### config.mk
export PLATFORM = sky130hd
export DESIGN_NAME = dadda_mac_acc
export DESIGN_NICKNAME = d
export VERILOG_FILES = /design/src/rtl/dadda_mac_acc.sv
export SDC_FILE = /design/constraint.sdc
export NUM_CORES = 1
export LEC_CHECK = 0
export CAP_MARGIN = 20
export CORE_MARGIN = 4
export CORE_UTILIZATION = 60
export DETAILED_ROUTE_END_ITERATION = 12
export DONT_BUFFER_PORTS = 1
export MAX_ROUTING_LAYER = met4
export PLACE_DENSITY = 0.72
export SLEW_MARGIN = 25
export SYNTH_ARGS = -nofsm -noshare
export SYNTH_HDL_FRONTEND = slang
export SYNTH_SLANG_ARGS = --single-unit
### constraint.sdc
create_clock -name clk -period 3.75 [get_ports clk]
set_clock_uncertainty 0.2 [all_clocks]
set_input_delay 0.75 -clock clk [delete_from_list [all_inputs] [get_ports clk]]
set_output_delay 0.75 -clock clk [all_outputs]
set_load 0.05 [all_outputs]
### src/rtl/dadda_mac_acc.sv
// Burst accumulator behind an 8x8 Dadda multiplier: sums len unsigned 16-bit
// products into an ACC_W-bit register with a sticky carry-out flag.
//
// Handshakes: a product transfers on a cycle where prod_valid && prod_ready;
// the result transfers on a cycle where acc_valid && acc_ready. The block
// never drops either valid/ready once asserted until the matching transfer.
module dadda_mac_acc #(
    parameter int ACC_W = 20
) (
    input  logic             clk,
    input  logic             rst,
    input  logic             start,
    input  logic [3:0]       len,
    input  logic [15:0]      prod,
    input  logic             prod_valid,
    output logic             prod_ready,
    output logic [ACC_W-1:0] acc_out,
    output logic             acc_valid,
    input  logic             acc_ready,
    output logic             ovf,
    output logic             busy
);

    typedef enum logic [1:0] {
        IDLE = 2'd0,
        ACC  = 2'd1,
        DONE = 2'd2
    } state_t;

    state_t           state;
    state_t           state_nx;
    logic [ACC_W-1:0] acc;
    logic [4:0]       cnt;
    logic [4:0]       len_q;
    logic             ovf_q;
    logic             load;
    logic             take;
    logic             last;
    logic [ACC_W:0]   sum;

    // One extra bit on the adder captures the carry out of the accumulator.
    assign sum  = {1'b0, acc} + {{(ACC_W + 1 - 16){1'b0}}, prod};
    assign last = (cnt + 5'd1) == len_q;

    always_ff @(posedge clk or posedge rst) begin
        if (rst) begin
            state <= IDLE;
        end else begin
            state <= state_nx;
        end
    end

    always_comb begin
        state_nx   = state;
        prod_ready = 1'b0;
        acc_valid  = 1'b0;
        busy       = 1'b0;
        load       = 1'b0;
        take       = 1'b0;
        case (state)
            IDLE: begin
                if (start) begin
                    load     = 1'b1;
                    state_nx = ACC;
                end
            end
            ACC: begin
                prod_ready = 1'b1;
                busy       = 1'b1;
                if (prod_valid) begin
                    take = 1'b1;
                    if (last) begin
                        state_nx = DONE;
                    end
                end
            end
            DONE: begin
                acc_valid = 1'b1;
                busy      = 1'b1;
                // A start arriving together with acc_ready is not queued.
                if (acc_ready) begin
                    state_nx = IDLE;
                end
            end
            default: begin
                state_nx = IDLE;
            end
        endcase
    end

    always_ff @(posedge clk or posedge rst) begin
        if (rst) begin
            acc   <= '0;
            cnt   <= '0;
            len_q <= '0;
            ovf_q <= 1'b0;
        end else if (load) begin
            acc   <= '0;
            cnt   <= '0;
            ovf_q <= 1'b0;
            len_q <= (len == 4'd0) ? 5'd16 : {1'b0, len};
        end else if (take) begin
            acc   <= sum[ACC_W-1:0];
            ovf_q <= ovf_q | sum[ACC_W];
            cnt   <= cnt + 5'd1;
        end
    end

    assign acc_out = acc;
    assign ovf     = ovf_q;

endmodule

* After elaboration in Yosys (flattened, before gate mapping)
Cells that the tools add are included.
** Word-level totals
- Bits in registers :: 33
- Input bits :: 25
- Output and inout bits :: 24
- Word-level logic and storage cells :: 39
** Cells by class
- Add/sub/neg operators :: 2
- Eq/ne operators :: 7
- Mux-type cells :: 19
- Bitwise operators :: 1
- Reductions and logical operators :: 5
** Operators with widths (count)
- 20-bit two-way mux :: 2
- 20-bit by 16-bit adder with 21-bit output :: 1
- 5-bit two-way mux :: 3
- 1-bit two-way mux :: 9
- 2-bit two-way mux :: 4
- 2-bit inequality test (second input constant) :: 4
- 2-bit one-hot mux with 3 select lines :: 1
- 5-bit by 1-bit adder with 5-bit output (second input constant) :: 1
- 5-bit == test :: 1
- 4-bit logical NOT :: 1
- 4-bit AND reduction :: 1
- 2-bit by 1-bit == test with 1-bit output (second input constant) :: 1
- 2-bit == test (second input constant) :: 1
- 2-bit logical NOT :: 1
- 2-bit nonzero test :: 1
- 2-bit OR reduction :: 1
- 1-bit bitwise OR :: 1

* Depth between registers and ports, before layout
- Word-level depth :: 5
- Mapped depth :: 9
- Mapped depth without buffers :: 9

* Worst setup path before layout
OpenSTA, ideal clock, no wires.
- Path kind :: input to register
- Start point :: in prod[0]
- End point :: reg acc[18] (netlist: acc_out[18])
- Setup time :: 125 ps
- Arrival time :: 2238 ps
- Required time :: 3425 ps
- Setup slack :: 1187 ps
- Stages :: 9
- Path buffers :: 0
- Path through :: ha_1 -> inv_1 -> fa_1 -> nand2b_1 -> a21oi_1 -> o211ai_1 -> nand2_1 -> nor3_1 -> a2111oi_0
** On the way
- Longest elaborated chain between the ends :: 3
** RTL lines
- start, declared :: line 14 : input logic [15:0] prod,
- 20-bit by 16-bit adder with 21-bit output :: line 42 : assign sum = {1'b0, acc} + {{(ACC_W + 1 - 16){1'b0}}, prod};
- 20-bit two-way mux :: line 102 : end else if (take) begin
- 20-bit two-way mux :: line 97 : end else if (load) begin
- end signal, assigned :: line 103 : acc <= sum[ACC_W-1:0];
- end, declared :: line 32 : logic [ACC_W-1:0] acc;
No other way between the ends. The select of a mux whose other input is x is not followed.
A chain may end at the register's enable or synchronous reset.

* Worst setup path after layout
- Start point :: reg acc[0] (netlist: acc_out[0])
- End point :: reg acc[18] (netlist: acc_out[18])
** On the way
- Longest elaborated chain between the ends :: 3
** RTL lines (line)
- 20-bit by 16-bit adder with 21-bit output :: 42
- 20-bit two-way mux :: 102
- 20-bit two-way mux :: 97
No other way between the ends. The select of a mux whose other input is x is not followed.

==> flow_summary.ini <==
[logic_synthesis]
synthFlopType = dfrtp_1
synth_edf_count = 0
synth_area_leaders = dfrtp_1 (34%), ha_1 (11%), nand2_1 (7.8%)
ys_seq_elements = 33
syn_inst = 283
syn-cell-area_um2 = 2410
synth_top_area_share_pct = 34.2
postSynth.asyncResetShare_pct = 100
synth_top_cell_by_area = dfrtp_1
ys_types = 49
synth_nets = 330
syn_area_per_cell_um2 = 8.53
ys_seq_area_share_pct = 34.2
yosys_warnings = 0

[worst_setup_path]
crit_path_max_fanout = 3
critical_path_arrival_ns = 2.85
end_kind = flip-flop
worst_setup_path_start_kind = flip-flop
crit_required_ns = 3.70
crit_type = reg -> reg

[sta]
final-setup-viol-count = 0
hold_viol = 0
slew_headroom_pct = 50.8
finalCritPeriodShare_pct = 77.2
worst_pin_slew_ns = 0.739
hold_ws_ns = 0.240
slew_violations = 0
setup_tns_ns = 0
finalCriticalPeriod_ns = 2.89
max_freq_ghz = 0.346
rsz0062_at_grt = no

[final_layout]
nFillCells = 314
syn_to_final_growth_pct = 5.96
final_cell_mix = nand2_1 (50), dfrtp_1 (33), a21oi_1 (28)
layout_commonest_cell = nand2_1
multi_input_area_um2 = 1480
drive_above_1_share_pct = 5.99
antenna_cells = 0
final_cell_count_no_fill = 332
utilization_pct = 67.8
fin_nets = 330
regArea_um2 = 826

[routing]
wl_um = 5350
ant_nets = 0
firstDrtPassIters = 4
drcViolationCount = 0
vias = 2010
drt-initial-drc-count = 131
viasPerCell = 6.05
wl_per_cell_um = 16.1

[place]
hpwlAfterDp_um = 4040
place_inst = 324
finalWeightedCongestion = 0.859
placement.io_buffers = 0

[global_route]
grt_antenna_before_repair = 0
grt_use_total_pct = 22.4
grt_pass1_vias = 1936
grt_pass1_wl_um = 8940
grt_max_degree = 34
grt.overflow.total = 0

[clocking]
cts_max_level = 2
cts_buffers = 5
clk_latency_ns = 0.29
post_cts_buffers = 0
clk_pin_slew_worst_paths_ns = 0.07
clockBufferDepth = 2
tritoncts = yes
clock-sinks = 33
root_buffer = clkbuf_8
cts_hold_buf = 0
ctsResizeCount = 0

[floorplan]
die_h_um = 71.4
num_rows = 22
start_util_pct = 64.0
dieArea_um2 = 5100
ios = 49
fp.dieW_um = 71.4
core_um2 = 3770

[power]
p_leak_nw = 1.21
power.density_nw_per_um2 = 842
peakVddDrop_v = 0.000744

[min_path]
hp-class = in -> async

[run_status]
status = completed

[run]
maxCapViolations = 0
## Yosys cell counts (all sizes together), types with 5 or more instances
library cell	n
nor3	7
ha	21
clkbuf	5
o21ai	17
a21o	8
buf	5
inv	13
nand2	50
dfrtp	33
nand3	11
xor2	6
a21oi	29
xnor2	14
nor2	14
## flip-flops by register name (all words and copies together) (netlist names)
signal   count
state        2
cnt          5
acc_out     20
len_q        5
ovf          1
## per-stage QoR
step	power (mW)	setup WS (ns)	cell area (um^2)
after detailed placement	1.80	0.809	2440
after floorplan	1.62	1.19	2410
after global routing	2.31	0.708	2560
after global placement	1.78	1.00	2440
after CTS	2.16	0.842	2560
final	2.15	0.856	2560
## final timing paths
path,startpoint,endpoint,slack [ns],cells after the start
max,acc_out[0]$_DFFE_PP0P_,acc_out[18]$_DFFE_PP0P_,0.86,9
min,rst,acc_out[0]$_DFFE_PP0P_,0.24,2
max reg2reg,acc_out[0]$_DFFE_PP0P_,acc_out[18]$_DFFE_PP0P_,0.86,9
min reg2reg,len_q[4]$_DFFE_PP0P_,len_q[4]$_DFFE_PP0P_,0.30,2
max in group asynchronous,rst,ovf$_DFFE_PP0P_,2.81,2
min in group clk,len_q[4]$_DFFE_PP0P_,len_q[4]$_DFFE_PP0P_,0.30,2
## final cells by class
class / count / share of cell area [%]
timing repair buffer: 3 / 0.881
multi-input combinational: 227 / 58.0
tap: 48 / 2.35
inverter: 13 / 1.91
sequential: 33 / 32.3
clock inverter: 1 / 1.17
clock buffer: 7 / 3.38
## per-layer routing
| metal | vias to the layer above | share of wire [%] | global-route usage, % |
|---|---|---|---|
| li1 | 1008 | - | - |
| met1 | 940 | 48 | 31.4 |
| met2 | 56 | 44 | 32.4 |
| met3 | 6 | 7.2 | 6.17 |
| met4 | 0 | 0.82 | 5.01 |
| met5 | - | 0 | - |
## power by group
| group | switching, mW | internal, mW | total, mW |
|---|---|---|---|
| combinational | 0.636 | 0.371 | 1.01 |
| clock | 0.135 | 0.217 | 0.351 |
| sequential | 0.331 | 0.463 | 0.794 |
| total | 1.10 | 1.05 | 2.15 |
## critical path, stage by stage, from the launching register on
cell and delay [ns]:
dfrtp_1 0.66, ha_1 0.27, inv_1 0.05, fa_1 0.38, nand2b_1 0.21, a21oi_1 0.27
o211ai_1 0.17, nand2_1 0.10, nor3_1 0.04, a2111oi_0 0.42
## logic make-up (layout without fill, tap and decap cells)
kind of cell,count (synthesis),in the layout,synth area share [%]
muxes,3,3,1.30
and+or+nand+nor,105,105,20.4
buffers and inverters,23,24,4.30
adders and majority gates,22,22,11.7
DFF,33,33,34.2
AOI/OAI and AO/OA,77,77,20.8
xor gates and xnor gates,20,20,7.26
Power figures use the tool's default switching activity.
